$ cat src/rtl/booth_multiplier_seq.sv
// booth_multiplier_seq: sequential radix-2 Booth multiplier for signed or
// unsigned operands. One Booth step retires per clock; the product is valid
// WIDTH+1 clocks after start is accepted and is held until the next result.
module booth_multiplier_seq #(
    parameter int unsigned WIDTH = 8
) (
    input  logic                 clk,
    input  logic                 rst,
    input  logic                 start,
    input  logic                 signed_mode,
    input  logic [WIDTH-1:0]     a,
    input  logic [WIDTH-1:0]     b,
    output logic                 busy,
    output logic                 done,
    output logic [2*WIDTH-1:0]   product
);

    // Operands carry one extra bit so unsigned values stay positive under Booth
    localparam int unsigned E  = WIDTH + 1;
    localparam int unsigned CW = $clog2(WIDTH + 2);

    typedef enum logic [1:0] {StIdle, StRun, StDone} state_e;

    state_e               state_q, state_d;
    logic [E:0]           acc_q, acc_d;
    logic [E-1:0]         q_q, q_d;
    logic [E-1:0]         m_q, m_d;
    logic                 qm1_q, qm1_d;
    logic [CW-1:0]        cnt_q, cnt_d;
    logic [2*WIDTH-1:0]   product_q, product_d;

    logic                 load;
    logic [E-1:0]         a_ext, b_ext;
    logic [E:0]           m_ext, sum;
    logic [2*E+1:0]       full, shifted;

    // State and datapath registers
    always_ff @(posedge clk or posedge rst) begin
        if (rst) begin
            state_q   <= StIdle;
            acc_q     <= '0;
            q_q       <= '0;
            m_q       <= '0;
            qm1_q     <= 1'b0;
            cnt_q     <= '0;
            product_q <= '0;
        end else begin
            state_q   <= state_d;
            acc_q     <= acc_d;
            q_q       <= q_d;
            m_q       <= m_d;
            qm1_q     <= qm1_d;
            cnt_q     <= cnt_d;
            product_q <= product_d;
        end
    end

    // Booth step, next-state logic and operand capture
    always_comb begin
        state_d   = state_q;
        acc_d     = acc_q;
        q_d       = q_q;
        m_d       = m_q;
        qm1_d     = qm1_q;
        cnt_d     = cnt_q;
        product_d = product_q;

        a_ext = {signed_mode & a[WIDTH-1], a};
        b_ext = {signed_mode & b[WIDTH-1], b};
        m_ext = {m_q[E-1], m_q};

        sum = acc_q;
        case ({q_q[0], qm1_q})
            2'b10:   sum = acc_q - m_ext;
            2'b01:   sum = acc_q + m_ext;
            default: sum = acc_q;
        endcase

        // Arithmetic shift of {ACC, Q, q_m1}, replicating the guard bit
        full    = {sum, q_q, qm1_q};
        shifted = {sum[E], full[2*E+1:1]};

        load = 1'b0;
        case (state_q)
            StIdle: begin
                if (start) begin
                    load    = 1'b1;
                    state_d = StRun;
                end
            end
            StRun: begin
                acc_d = shifted[2*E+1:E+1];
                q_d   = shifted[E:1];
                qm1_d = shifted[0];
                cnt_d = cnt_q - 1'b1;
                if (cnt_q == CW'(1)) begin
                    product_d = shifted[2*WIDTH:1];
                    state_d   = StDone;
                end
            end
            StDone: begin
                if (start) begin
                    load    = 1'b1;
                    state_d = StRun;
                end else begin
                    state_d = StIdle;
                end
            end
            default: state_d = StIdle;
        endcase

        if (load) begin
            m_d   = b_ext;
            q_d   = a_ext;
            qm1_d = 1'b0;
            acc_d = '0;
            cnt_d = CW'(E);
        end
    end

    // Outputs decode directly from registered state
    always_comb begin
        busy    = (state_q == StRun);
        done    = (state_q == StDone);
        product = product_q;
    end

endmodule
$ cat config.mk
export PLATFORM = sky130hd
export DESIGN_NAME = booth_multiplier_seq
export DESIGN_NICKNAME = d
export VERILOG_FILES = /design/src/rtl/booth_multiplier_seq.sv
export SDC_FILE = /design/constraint.sdc
export NUM_CORES = 1
export LEC_CHECK = 0
export ABC_AREA = 1
export BUFFER_PORTS_ARGS = -buffer_cell sky130_fd_sc_hd__buf_2
export CORE_MARGIN = 3
export CORE_UTILIZATION = 40
export DETAILED_ROUTE_END_ITERATION = 8
export GPL_ROUTABILITY_DRIVEN = 0
export GPL_TIMING_DRIVEN = 0
export HOLD_SLACK_MARGIN = 0.06
export PLACE_DENSITY = 0.57
export RECOVER_POWER = 25
export SYNTH_ARGS = -nofsm -noshare
export SYNTH_HDL_FRONTEND = slang
export SYNTH_SLANG_ARGS = --single-unit
export TNS_END_PERCENT = 50
$ cat constraint.sdc
create_clock -name clk -period 3 [get_ports clk]
set_clock_uncertainty 0.05 [all_clocks]
set_input_delay 0.15 -clock clk [delete_from_list [all_inputs] [get_ports clk]]
set_output_delay 0.15 -clock clk [all_outputs]
set_load 0.005 [all_outputs]
# Yosys cells after proc, flatten, opt, wreduce, memory -nomap -nowiden
# Cells that the tools add are included.
# classes
addsub	3
n_eq_ne	7
mux	15
bitwise_logic	2
n_reduce_logical	5
# op_table
cell	count
10-bit two-way mux	2
10-bit one-hot mux with 2 select lines	1
9-bit two-way mux	2
10-bit adder	1
10-bit subtractor	1
4-bit two-way mux	2
2-bit one-hot mux with 3 select lines	1
1-bit two-way mux	5
2-bit by 1-bit equality test with 1-bit output, second input constant	2
2-bit equality test, second input constant	2
4-bit by 1-bit equality test with 1-bit output, second input constant	1
2-bit two-way mux	2
2-bit AND reduction	2
4-bit by 1-bit subtractor with 4-bit output, second input constant	1
1-bit bitwise AND	2
2-bit zero test	1
2-bit by 1-bit != test with 1-bit output, second input constant	1
2-bit != test, second input constant	1
2-bit nonzero test	1
2-bit OR reduction	1
# totals
regBits	51
inputBits	20
output_inout_bits	18
wordCells	39

# Longest topological paths before layout
# Gate-level depths: netlist of run 1.
# logic_depth
word_depth	4
mapped_depth	19
mapped_depth_nobuf	19

# Worst setup path before layout of run 1
# Ideal clock, no wire load.
# synth_path
path_kind	register to register
startpoint	reg m_q[0]
endpoint	reg acc_q[8]
setup_ps	121
arrival_time_ps	2051
required_ps	2829
slack_ps	777
stages_incl_launch_ff	18
n_path_buf	0
synth_period_minus_slack_ps	2223
path_cell_list	dfrtp_1 -> inv_1 -> ha_1 -> inv_1 -> nor2_1 -> inv_1 -> nor2_1 -> a21oi_1 -> xor2_1 -> ha_1 -> nand2_1 -> inv_1 -> a21oi_1 -> nand2_1 -> nor2_1 -> nand3_1 -> nand3_1 -> nand2_1
# synth_between
elab_chain_len	4
elab_cells_between_ends	5
cone_classes	add/sub (2); mux (3)
# synth_rtl
element	line_no	rtl
start, declared	27	logic [E-1:0] m_q, m_d;
start signal, assigned	51	m_q <= m_d;
10-bit adder / 10-bit subtractor (equally long branches)	75, 74	
10-bit one-hot mux with 2 select lines *	73	case ({q_q[0], qm1_q})
10-bit two-way mux *	84	case (state_q)
10-bit two-way mux *	112	if (load) begin
end signal, assigned	41	acc_q <= '0;
end signal, assigned	49	acc_q <= acc_d;
end, declared	25	logic [E:0] acc_q, acc_d;
# Mark *: on every way between the ends. The rest lies on a longest branch, timed or not. The select of a mux whose other input is x is not followed.
# A chain may end at the register's enable or synchronous reset.

# Worst setup path in the final report of run 1
# layout_path
startpoint	reg q_q[0]
endpoint	reg product_q[12], in the netlist product[12]
# layout_between
elab_chain_len	2
elab_cells_between_ends	3
cone_classes	eq/ne (2); mux (1)
# layout_rtl
element	line_no	rtl
start, declared	26	logic [E-1:0] q_q, q_d;
start signal, assigned	50	q_q <= q_d;
2-bit by 1-bit equality test with 1-bit output / 2-bit equality test (equally long branches)	73	
10-bit one-hot mux with 2 select lines *	73	
end signal, assigned	54	product_q <= product_d;
end, declared	30	logic [2*WIDTH-1:0] product_q, product_d;
# Mark *: on every way between the ends. The rest lies on a longest branch, timed or not.

==> impl_metrics.sql, run 1 <==
INSERT INTO impl_metrics (metric_group, metric, value, unit) VALUES
('pwr', 'power.density_cell_area', '1330', 'nW/um^2'),
('final_layout', 'layout_commonest_cell', 'sky130_fd_sc_hd__nand2_1', ''),
('setup_path', 'cp_slowest_cell', 'sky130_fd_sc_hd__dfrtp_1', ''),
('clock_network', 'clk_pin_slew_worst_paths', '0.11', 'ns'),
('logic_synthesis', 'netlist_area', '2820', 'sq um'),
('setup_path', 'critical-path-max-stage-delay', '0.37', 'ns'),
('final_layout', 'nFillCells', '681', ''),
('final_layout', 'fraction_of_layout_instances_using_a_drive_strength_above_1', '17.4', '%'),
('timing', 'finalHoldViolations', '0', ''),
('routing', 'vias_per_cell', '4.84', ''),
('timing', 'rsz0062_at_grt', 'no', ''),
('floorplanning', 'top_level_ports', '38', ''),
('routing', 'route.detailed.drc', '0', ''),
('timing', 'period_share', '90.7', '%'),
('timing', 'worst_slew_margin_rel', '-19.5', '%'),
('setup_path', 'timing.setup.critical_path_class', 'flop to flop', ''),
('setup_path', 'cp-start-kind', 'flop', ''),
('floorplanning', 'chipHeight', '90.0', 'microns'),
('routing', 'drt_pre_antenna_iters', '4', ''),
('pwr', 'cellLeakagePower', '1.76', 'nW'),
('timing', 'setup_viol_count_final', '0', ''),
('setup_path', 'r2r_setup_slack', '0.28', 'ns'),
('setup_path', 'crit_top_cell', 'sky130_fd_sc_hd__nand2_1', ''),
('logic_synthesis', 'avgSynthCellArea', '8.06', 'sq um'),
('timing', 'report.final.slew_viol_count', '41', ''),
('global_routing', 'grt_start_max_net_pins', '41', ''),
('clock_network', 'cts_num_sinks', '50', ''),
('floorplanning', 'initial_core_util', '42.7', '%'),
('timing', 'max_freq', '368', 'MHz'),
('floorplanning', 'rows', '29', ''),
('logic_synthesis', 'synth_nets', '384', ''),
('global_routing', 'grt_pass1_wl', '11400', 'microns'),
('clock_network', 'cts_buf_count', '5', ''),
('timing', 'sum_of_negative_setup_slack', '0', 'ns'),
('outcome', 'run_status', 'complete, but fails checks', ''),
('logic_synthesis', 'synth_cells', '350', ''),
('timing', 'period_minus_slack', '2.72', 'ns'),
('setup_path', 'timing.critical_path.to_type', 'flop', ''),
('routing', 'drt_wl_total', '6490', 'microns'),
('pwr', 'internal_power', '2.27', 'mW'),
('pwr', 'power.sequential.fraction', '26.7', '%'),
('pwr', 'irDropWorstVdd', '0.511', 'mV'),
('floorplanning', 'core', '6600', 'sq um'),
('pwr', 'p_clk_share', '9.4', '%'),
('timing', 'worst_hold_margin', '0.0832', 'ns'),
('logic_synthesis', 'synth-seq-cells', '50', ''),
('clock_network', 'cts_tree', 'yes', ''),
('clock_network', 'cts.hold.buffers_added', '17', ''),
('clock_network', 'post_cts_resized', '0', ''),
('final_layout', 'number_of_nets_in_the_final_layout', '446', ''),
('pwr', 'p_comb_share', '64.0', '%'),
('placement', 'port_buffers', '37', ''),
('setup_path', 'timing.critical_path.arrival', '2.93', 'ns'),
('setup_path', 'worstPathMaxFanout', '8', ''),
('clock_network', 'clockBufferDepth', '2', ''),
('final_layout', 'layout-area-overhead-vs-synth', '20.6', '%'),
('clock_network', 'cts.htree.levels', '2', ''),
('hold_path', 'hold_class', 'input pin to flop', ''),
('global_routing', 'number_of_antenna_violations_at_the_first_check_in_global_routing', '0', ''),
('setup_path', 'cp_cell_sequence', 'inv_1 -> ha_1 -> clkbuf_1 -> inv_1 -> nand2_1 -> xor2_1 -> ha_1 -> a21oi_1 -> nand2_1 -> xnor2_1 -> o21ai_0 -> nand2_1 -> nand2_1', ''),
('outcome', 'violations', 'max-capacitance violations, max-slew violations', ''),
('logic_synthesis', 'synth-seq-area-share', '44.4', '%'),
('floorplanning', 'die_area', '8090', 'sq um'),
('clock_network', 'worst_skew_pair.late_latency', '0.31', 'ns'),
('pwr', 'power_switching', '2.24', 'mW'),
('pwr', 'sw_frac_of_total', '49.6', '%'),
('placement', 'place_hpwl', '4900', 'microns'),
('logic_synthesis', 'yosysWarnings', '0', ''),
('routing', 'dr.first_iter.drc_count', '172', ''),
('clock_network', 'root_buffer', 'sky130_fd_sc_hd__clkbuf_8', ''),
('flow_run', 'maxCapViolCount', '1', '');
==> cell families after synthesis <==
logic type / count (synthesis) / share of synthesized area (%)
AO/OA/AOI/OAI: 61 / 13.6
flip-flops: 50 / 44.4
adder cells (fa/ha/maj): 14 / 6.48
AND/OR/NAND/NOR: 160 / 24.4
XOR/XNOR: 9 / 2.80
buffers and inverters: 56 / 8.34
==> path summary, 6_finish.rpt <==
| path | start | endpoint | depth (start not counted) |
|---|---|---|---|
| max in group asynchronous | rst | product[4] | 4 |
| setup / recovery | q_q[0] | product[12] | 13 |
| hold reg to reg | product[12] | product[12] | 2 |
| min in group asynchronous | rst | q_q[3] | 3 |
| setup reg to reg | q_q[0] | product[12] | 13 |
| hold / removal | signed_mode | m_q[8] | 3 |
==> per-layer routing <==
| metal | share of wire, % | up-vias | global-route usage [%] |
|---|---|---|---|
| met3 | 2.8 | 12 | 2.75 |
| met1 | 49 | 1137 | 23.9 |
| met4 | 1.8 | 0 | 5.87 |
| li1 | - | 1258 | - |
| met2 | 46 | 41 | 27.8 |
| met5 | 0 | - | 0 |
==> synth_stat cells <==
cell type                  instances  share of area, %
sky130_fd_sc_hd__nand2_2           7               1.6
sky130_fd_sc_hd__nor2_8            2               1.4
sky130_fd_sc_hd__o21ai_0          22               3.9
sky130_fd_sc_hd__nand3b_1          2              0.53
sky130_fd_sc_hd__or2_1             1              0.22
sky130_fd_sc_hd__nor3_1            1              0.18
sky130_fd_sc_hd__a31oi_1           2              0.44
sky130_fd_sc_hd__xnor2_1           2              0.62
sky130_fd_sc_hd__xor2_1            7               2.2
sky130_fd_sc_hd__o21a_1            2              0.53
sky130_fd_sc_hd__buf_6             2              0.80
sky130_fd_sc_hd__o211ai_1          3              0.80
sky130_fd_sc_hd__inv_1            43               5.7
sky130_fd_sc_hd__nand4_1           3              0.67
sky130_fd_sc_hd__o21ai_1           2              0.35
sky130_fd_sc_hd__clkbuf_1          2              0.27
sky130_fd_sc_hd__inv_4             2              0.44
sky130_fd_sc_hd__nand2_1         116                15
sky130_fd_sc_hd__dfrtp_1          50                44
sky130_fd_sc_hd__buf_2             4              0.71
sky130_fd_sc_hd__fa_1              1              0.71
sky130_fd_sc_hd__clkinv_1          1              0.13
sky130_fd_sc_hd__nor2_1           13               1.7
sky130_fd_sc_hd__nand3_1          15               2.7
sky130_fd_sc_hd__o22ai_1           3              0.67
sky130_fd_sc_hd__o21ai_2           8               2.5
sky130_fd_sc_hd__o221ai_1          8               2.5
sky130_fd_sc_hd__inv_2             2              0.27
sky130_fd_sc_hd__a21oi_1          11               2.0
sky130_fd_sc_hd__ha_1             13               5.8
==> critical path, delay by kind of cell, from the launching register on <==
kind                       cells  cell delay, ns
xor gates and xnor gates       2            0.33
buffers and inverters          3            0.52
DFF                            1            0.37
and+or+nand+nor                4            0.42
adders and majority gates      2            0.46
AOI/OAI and AO/OA              2            0.51
==> metrics by stage <==
stage | worst slack [ns] | instances | util [%] | power (mW) | cell area (sq um)
floorplan | 0.777 | 350 | - | 3.36 | 2820
global placement | 0.299 | 480 | 47.3 | 4.05 | 3120
detailed placement | 0.333 | 481 | 47.6 | 4.10 | 3140
CTS | 0.293 | 506 | 51.6 | 4.56 | 3410
global route | 0.0155 | 506 | 51.5 | 5.06 | 3400
finish | 0.280 | 506 | 51.5 | 4.51 | 3400
==> area by class of cell <==
cell class                      instances  area (sq um)  area share [%]
Multi-Input combinational cell        244          1330            39.2
Sequential cell                        50          1250            36.8
Timing Repair Buffer                   55           368            10.8
Inverter                               48           185            5.44
Tap cell                               93           116            3.42
Clock buffer                            5          68.8            2.02
Buffer                                  8          50.0            1.47
Clock inverter                          3          28.8           0.846
==> power by group through the flow <==
stage	clock [mW]	combinational, mW	sequential (mW)
6_report	0.423	2.89	1.20
5_1_grt	0.469	3.34	1.25
4_1_cts	0.441	2.91	1.21
3_5_place_dp	0	2.88	1.22
3_3_place_gp	0	2.84	1.21
2_1_floorplan	0	2.16	1.20
==> registers in the layout, summed over array words and instances, names as in the netlist <==
| register | flops |
|---|---|
| product | 16 |
| acc_q | 9 |
| m_q | 9 |
| q_q | 9 |
| cnt_q | 4 |
| state_q | 2 |
| qm1_q | 1 |
Note: power is estimated with default switching activity, not from simulation.
==> inputs of run 2 (changes only) <==
==> constraint.sdc (replaced) <==
create_clock -name clk -period 3 [get_ports clk]
set_clock_uncertainty 0.05 [all_clocks]
set_input_delay 0.3 -clock clk [delete_from_list [all_inputs] [get_ports clk]]
set_output_delay 0.3 -clock clk [all_outputs]
set_load 0.005 [all_outputs]
==> run 2 against run 1 <==
Against the previous run: the run now ends clean; utilization fell by 2.5 points; setup slack improved by 0.0019 ns; global-route usage fell by 0.59 points; sequential share of layout area rose by 1.9 points; maximum frequency barely moved; sequential cell count did not move; clock-buffer cell count did not move; critical endpoint unchanged; final cell count fell by 3.2%.
==> impl_metrics.sql, run 2 (synthesis gave the netlist of run 1 again) <==
INSERT INTO impl_metrics (metric_group, metric, value, unit) VALUES
('final_layout', 'number_of_nets_in_the_final_layout', '430', ''),
('clock_network', 'cts_buf_count', '5', ''),
('flow_run', 'maxCapViolCount', '0', ''),
('final_layout', 'layoutNonFillerInstCount', '490', ''),
('global_routing', 'gr-max-usage-layer', 'met2', ''),
('global_routing', 'grt_use_met3', '2.92', '%'),
('global_routing', 'globalRouteMet1Util', '23.5', '%'),
('clock_network', 'clockBufferDepth', '2', ''),
('timing', 'report.final.slew_viol_count', '0', ''),
('routing', 'vias_per_cell', '4.85', ''),
('floorplanning', 'top_level_ports', '38', ''),
('placement', 'numPlacedInstances', '481', ''),
('timing', 'period_share', '90.6', '%'),
('setup_path', 'capture_point_of_the_worst_reg_to_reg_path', 'product[12]', ''),
('setup_path', 'worstSetupEndpoint', 'product[12]', ''),
('timing', 'sum_of_negative_setup_slack', '0', 'ns'),
('final_layout', 'antenna_cells', '0', ''),
('global_routing', 'grt-ovfl-total', '0', ''),
('timing', 'rsz0062_at_grt', 'no', ''),
('placement', 'place_hpwl', '4900', 'microns'),
('floorplanning', 'core', '6600', 'sq um'),
('setup_path', 'timing.setup.critical_path_class', 'flop to flop', ''),
('global_routing', 'grtUsageTotal', '16.7', '%'),
('global_routing', 'number_of_antenna_violations_at_the_first_check_in_global_routing', '0', ''),
('timing', 'setup_viol_count_final', '0', ''),
('floorplanning', 'chipHeight', '90.0', 'microns'),
('final_layout', 'max_reg_flops', '16', ''),
('clock_network', 'root_buffer', 'sky130_fd_sc_hd__clkbuf_8', ''),
('setup_path', 'worst_r2r_path_depth', '13', ''),
('final_layout', 'multi_input_comb_area', '1330', 'sq um'),
('clock_network', 'cts.hold.buffers_added', '1', ''),
('clock_network', 'post_cts_setup_inserts', '0', ''),
('routing', 'drt_pre_antenna_iters', '4', ''),
('global_routing', 'grt_use_met2', '26.1', '%'),
('final_layout', 'register_area', '1250', 'sq um'),
('setup_path', 'r2r_setup_slack', '0.28', 'ns'),
('final_layout', 'layout_commonest_cell', 'sky130_fd_sc_hd__nand2_1', ''),
('global_routing', 'grt_pass1_wl', '11000', 'microns'),
('setup_path', 'timing.critical_path.to_type', 'flop', ''),
('clock_network', 'post_cts_resized', '0', ''),
('setup_path', 'r2r-start', 'q_q[0]', ''),
('final_layout', 'post-route-util', '49.0', '%'),
('routing', 'route.detailed.drc', '0', ''),
('setup_path', 'worstSetupStartpoint', 'q_q[0]', ''),
('clock_network', 'cts_tree', 'yes', ''),
('floorplanning', 'initial_core_util', '42.7', '%'),
('placement', 'port_buffers', '37', ''),
('setup_path', 'timing.critical_path.arrival', '2.93', 'ns'),
('routing', 'final_antenna_net_count', '0', ''),
('clock_network', 'worst_skew_pair.late_latency', '0.31', 'ns'),
('timing', 'period_minus_slack', '2.72', 'ns'),
('routing', 'dr_total_vias', '2375', ''),
('routing', 'drt_wl_total', '6320', 'microns'),
('setup_path', 'cp-start-kind', 'flop', ''),
('setup_path', 'cp.required', '3.21', 'ns'),
('clock_network', 'cts.htree.levels', '2', ''),
('global_routing', 'grt_start_max_net_pins', '41', ''),
('final_layout', 'final_cell_mix', '116 x sky130_fd_sc_hd__nand2_1, 50 x sky130_fd_sc_hd__dfrtp_1, 43 x sky130_fd_sc_hd__inv_1', ''),
('timing', 'max_freq', '368', 'MHz'),
('final_layout', 'nFillCells', '693', ''),
('hold_path', 'hold_class', 'input pin to flop', ''),
('clock_network', 'clk_pin_slew_worst_paths', '0.10', 'ns'),
('routing', 'dr.first_iter.drc_count', '176', ''),
('floorplanning', 'rows', '29', ''),
('floorplanning', 'chipWidth', '90.0', 'microns'),
('timing', 'worst_slew_margin_rel', '33.9', '%'),
('outcome', 'run_status', 'complete, no violations', ''),
('final_layout', 'layout-area-overhead-vs-synth', '14.7', '%'),
('setup_path', 'worstPathMaxFanout', '8', ''),
('clock_network', 'cts_num_sinks', '50', ''),
('global_routing', 'grt_pass1_vias', '2286', ''),
('timing', 'worstMarginPinSlew', '0.992', 'ns'),
('timing', 'finalHoldViolations', '0', ''),
('routing', 'routedWlPerCell', '12.9', 'microns'),
('timing', 'worst_hold_margin', '0.139', 'ns'),
('final_layout', 'fraction_of_layout_instances_using_a_drive_strength_above_1', '18.4', '%'),
('floorplanning', 'die_area', '8090', 'sq um');
==> run 2: worst min-delay path by stage <==
stage	startpoint	to	slack (ns)	depth (start not counted)
floorplan	b[7]	m_q[7]	0.36	2
global placement	product[9]	product[9]	0.40	2
detailed placement	rst	q_q[3]	0.19	2
CTS	a[4]	q_q[4]	0.13	3
global route	b[5]	m_q[5]	0.14	3
finish	a[4]	q_q[4]	0.14	3
==> run 2: metal layers <==
layer	up-vias	share of wire (%)
met5	-	0
met4	0	1.8
met3	10	3.4
met2	38	45
met1	1100	50
li1	1227	-
==> run 2: layout make-up <==
| type | instances | area share [%] |
|---|---|---|
| Tap cell | 93 | 3.60 |
| Clock inverter | 3 | 0.890 |
| Buffer | 8 | 1.55 |
| Clock buffer | 5 | 2.13 |
| Timing Repair Buffer | 39 | 6.19 |
| Sequential cell | 50 | 38.7 |
| Multi-Input combinational cell | 244 | 41.2 |
| Inverter | 48 | 5.73 |
==> run 2: through the flow <==
stage,instance area (sq um),setup slack [ns]
CTS,3250,0.293
detailed placement,3140,0.333
floorplan,2820,0.777
global placement,3120,0.299
global route,3230,0.0208
finish,3230,0.282
==> run 2: critical path, cell delays in order, from the launching register on <==
cell,delay (ns)
sky130_fd_sc_hd__dfrtp_1,0.37
sky130_fd_sc_hd__inv_1,0.10
sky130_fd_sc_hd__ha_1,0.15
sky130_fd_sc_hd__clkbuf_1,0.27
sky130_fd_sc_hd__inv_1,0.15
sky130_fd_sc_hd__nand2_1,0.10
sky130_fd_sc_hd__xor2_1,0.19
sky130_fd_sc_hd__ha_1,0.32
sky130_fd_sc_hd__a21oi_1,0.21
sky130_fd_sc_hd__nand2_1,0.12
sky130_fd_sc_hd__xnor2_1,0.14
sky130_fd_sc_hd__o21ai_0,0.29
sky130_fd_sc_hd__nand2_1,0.13
sky130_fd_sc_hd__nand2_1,0.08
Power of run 2 is not shown: default switching activity piles up to over one toggle a cycle in this logic, so the estimate is an artifact.
==> inputs of run 3 (changes only) <==
PLACE_DENSITY = 0.59   (was 0.57)
clock period = 2.35 ns   (was 3 ns; I/O delays follow)
==> run 3 against run 2 <==
Against the previous run: the flow now finishes with violations (negative setup slack); final cell count up 2.7%; maximum frequency up 15%; final area up 10%; critical path depth up 5; global-route usage up 0.34 points; via count up 4.0%; sequential cell count unchanged; setup slack worse by 0.29 ns.
==> impl_metrics.sql, run 3 (synthesis gave the netlist of run 1 again) <==
INSERT INTO impl_metrics (metric_group, metric, value, unit) VALUES
('floorplanning', 'rows', '29', ''),
('setup_path', 'worstSetupStartpoint', 'm_q[0]', ''),
('routing', 'vias_per_cell', '4.91', ''),
('timing', 'period_share', '100', '%'),
('global_routing', 'number_of_antenna_violations_at_the_first_check_in_global_routing', '0', ''),
('clock_network', 'clockBufferDepth', '2', ''),
('final_layout', 'fraction_of_layout_instances_using_a_drive_strength_above_1', '31.5', '%'),
('floorplanning', 'top_level_ports', '38', ''),
('placement', 'place_hpwl', '4890', 'microns'),
('final_layout', 'layout-area-overhead-vs-synth', '26.6', '%'),
('global_routing', 'grt_pass1_vias', '2433', ''),
('placement', 'place_area', '3140', 'sq um'),
('timing', 'final_critical_path_setup_slack', '-0.00506', 'ns'),
('clock_network', 'cts_num_sinks', '50', ''),
('hold_path', 'beginning_of_the_worst_hold_path', 'a[1]', ''),
('final_layout', 'layout_commonest_cell', 'sky130_fd_sc_hd__nand2_1', ''),
('final_layout', 'antenna_cells', '0', ''),
('outcome', 'run_status', 'complete, but fails checks', ''),
('setup_path', 'cp-start-kind', 'flop', ''),
('clock_network', 'worst_skew_pair.late_latency', '0.31', 'ns'),
('floorplanning', 'die_area', '8090', 'sq um'),
('setup_path', 'timing.critical_path.to_type', 'flop', ''),
('timing', 'finalHoldViolations', '0', ''),
('global_routing', 'grt_pass1_wl', '11200', 'microns'),
('setup_path', 'timing.critical_path.arrival', '2.51', 'ns'),
('setup_path', 'r2r_setup_slack', '-0.005', 'ns'),
('routing', 'route.detailed.drc', '0', ''),
('global_routing', 'grtUsageTotal', '17.1', '%'),
('routing', 'dr_total_vias', '2469', ''),
('setup_path', 'timing.setup.critical_path_class', 'flop to flop', ''),
('setup_path', 'cp.required', '2.51', 'ns'),
('global_routing', 'grt-ovfl-total', '0', ''),
('clock_network', 'cts_tree', 'yes', ''),
('routing', 'drt_wl_total', '6900', 'microns'),
('timing', 'period_minus_slack', '2.36', 'ns'),
('timing', 'worst_slew_margin_rel', '35.2', '%'),
('timing', 'max_freq', '425', 'MHz'),
('final_layout', 'final_cell_mix', '103 x sky130_fd_sc_hd__nand2_1, 50 x sky130_fd_sc_hd__dfrtp_1, 40 x sky130_fd_sc_hd__buf_2', ''),
('clock_network', 'clk_pin_slew_worst_paths', '0.10', 'ns'),
('timing', 'worstMarginPinSlew', '0.971', 'ns'),
('global_routing', 'grt_start_max_net_pins', '28', ''),
('timing', 'rsz0062_at_grt', 'yes', ''),
('setup_path', 'r2r-start', 'm_q[0]', ''),
('routing', 'final_antenna_net_count', '0', ''),
('hold_path', 'hold_class', 'input pin to flop', ''),
('routing', 'dr.first_iter.drc_count', '75', ''),
('floorplanning', 'core', '6600', 'sq um'),
('clock_network', 'root_buffer', 'sky130_fd_sc_hd__clkbuf_8', ''),
('outcome', 'violations', 'negative setup slack', ''),
('routing', 'drt_pre_antenna_iters', '4', ''),
('setup_path', 'worstPathMaxFanout', '3', ''),
('floorplanning', 'initial_core_util', '42.7', '%'),
('final_layout', 'stdcell_area', '3570', 'sq um'),
('hold_path', 'worst_hold_path.num_cells', '3', ''),
('placement', 'port_buffers', '37', ''),
('floorplanning', 'chipWidth', '90.0', 'microns'),
('final_layout', 'max_reg_flops', '16', ''),
('hold_path', 'min_delay_worst_endpoint', 'q_q[1]', ''),
('flow_run', 'maxCapViolCount', '0', ''),
('setup_path', 'capture_point_of_the_worst_reg_to_reg_path', 'acc_q[8]', ''),
('clock_network', 'cts_buf_count', '5', ''),
('setup_path', 'worst_r2r_path_depth', '18', ''),
('timing', 'report.final.slew_viol_count', '0', ''),
('timing', 'setup_viol_count_final', '1', ''),
('floorplanning', 'chipHeight', '90.0', 'microns'),
('clock_network', 'cts.htree.levels', '2', ''),
('timing', 'sum_of_negative_setup_slack', '-0.00506', 'ns'),
('final_layout', 'number_of_nets_in_the_final_layout', '443', ''),
('routing', 'routedWlPerCell', '13.7', 'microns');
run 3: what timing repair did:
action	in CTS	in global routing
resized for setup	17	41
endpoints found under the setup margin	12	11
hold buffers	1	0
hold endpoints to repair	23	0
setup buffers	9	5
pin swaps	17	33
run 3: worst max-delay path by stage:
stage                  endpoint  slack (ns)  depth (start not counted)
global route        product[14]       -0.22                         12
global placement    product[12]       -0.25                         13
finish                 acc_q[8]      -0.005                         18
CTS                    acc_q[8]       -0.04                         18
detailed placement  product[12]       -0.30                         13
floorplan              acc_q[8]        0.13                         17
run 3: layer usage:
| layer | GRT usage [%] | vias to the layer above | wire, microns |
|---|---|---|---|
| met1 | 22.7 | 1168 | 3300 |
| met4 | 4.46 | 0 | 76 |
| met3 | 3.59 | 8 | 267 |
| met5 | 0 | - | 0 |
| li1 | - | 1246 | - |
| met2 | 28.4 | 47 | 3250 |
run 3: metrics by stage:
stage	utilization [%]	cells	hold WS (ns)	setup WS, ns
after floorplan	-	350	0.295	0.127
after global placement	47.3	480	0.396	-0.251
after detailed placement	47.6	481	0.261	-0.297
after CTS	51.3	498	0.0735	-0.0361
after global routing	54.1	503	0.0723	-0.224
final	54.1	503	0.0752	-0.00506
run 3: worst max-delay path, stage by stage (launching register included):
cell                      delay (ns)
sky130_fd_sc_hd__dfrtp_1        0.39
sky130_fd_sc_hd__inv_2          0.08
sky130_fd_sc_hd__ha_4           0.15
sky130_fd_sc_hd__inv_4          0.03
sky130_fd_sc_hd__nor2_4         0.08
sky130_fd_sc_hd__inv_1          0.05
sky130_fd_sc_hd__nor2_2         0.13
sky130_fd_sc_hd__nand2_1        0.09
sky130_fd_sc_hd__nand2_2        0.10
sky130_fd_sc_hd__xor2_4         0.18
sky130_fd_sc_hd__ha_4           0.23
sky130_fd_sc_hd__nand2_1        0.08
sky130_fd_sc_hd__nand2_2        0.07
sky130_fd_sc_hd__a21oi_2        0.18
sky130_fd_sc_hd__nand2_2        0.07
sky130_fd_sc_hd__nor2_2         0.08
sky130_fd_sc_hd__nand3_1        0.07
sky130_fd_sc_hd__nand3_1        0.07
sky130_fd_sc_hd__nand2_1        0.05
run 3: area by class of cell:
cell class                      count  area [sq um]
Fill cell                         638          3030
Multi-Input combinational cell    244          1520
Clock buffer                        6          82.6
Sequential cell                    50          1250
Buffer                              7          46.3
Clock inverter                      2          38.8
Tap cell                           93           116
Timing Repair Buffer               53           327
Inverter                           48           188
Power of run 3 is left out for the same reason.
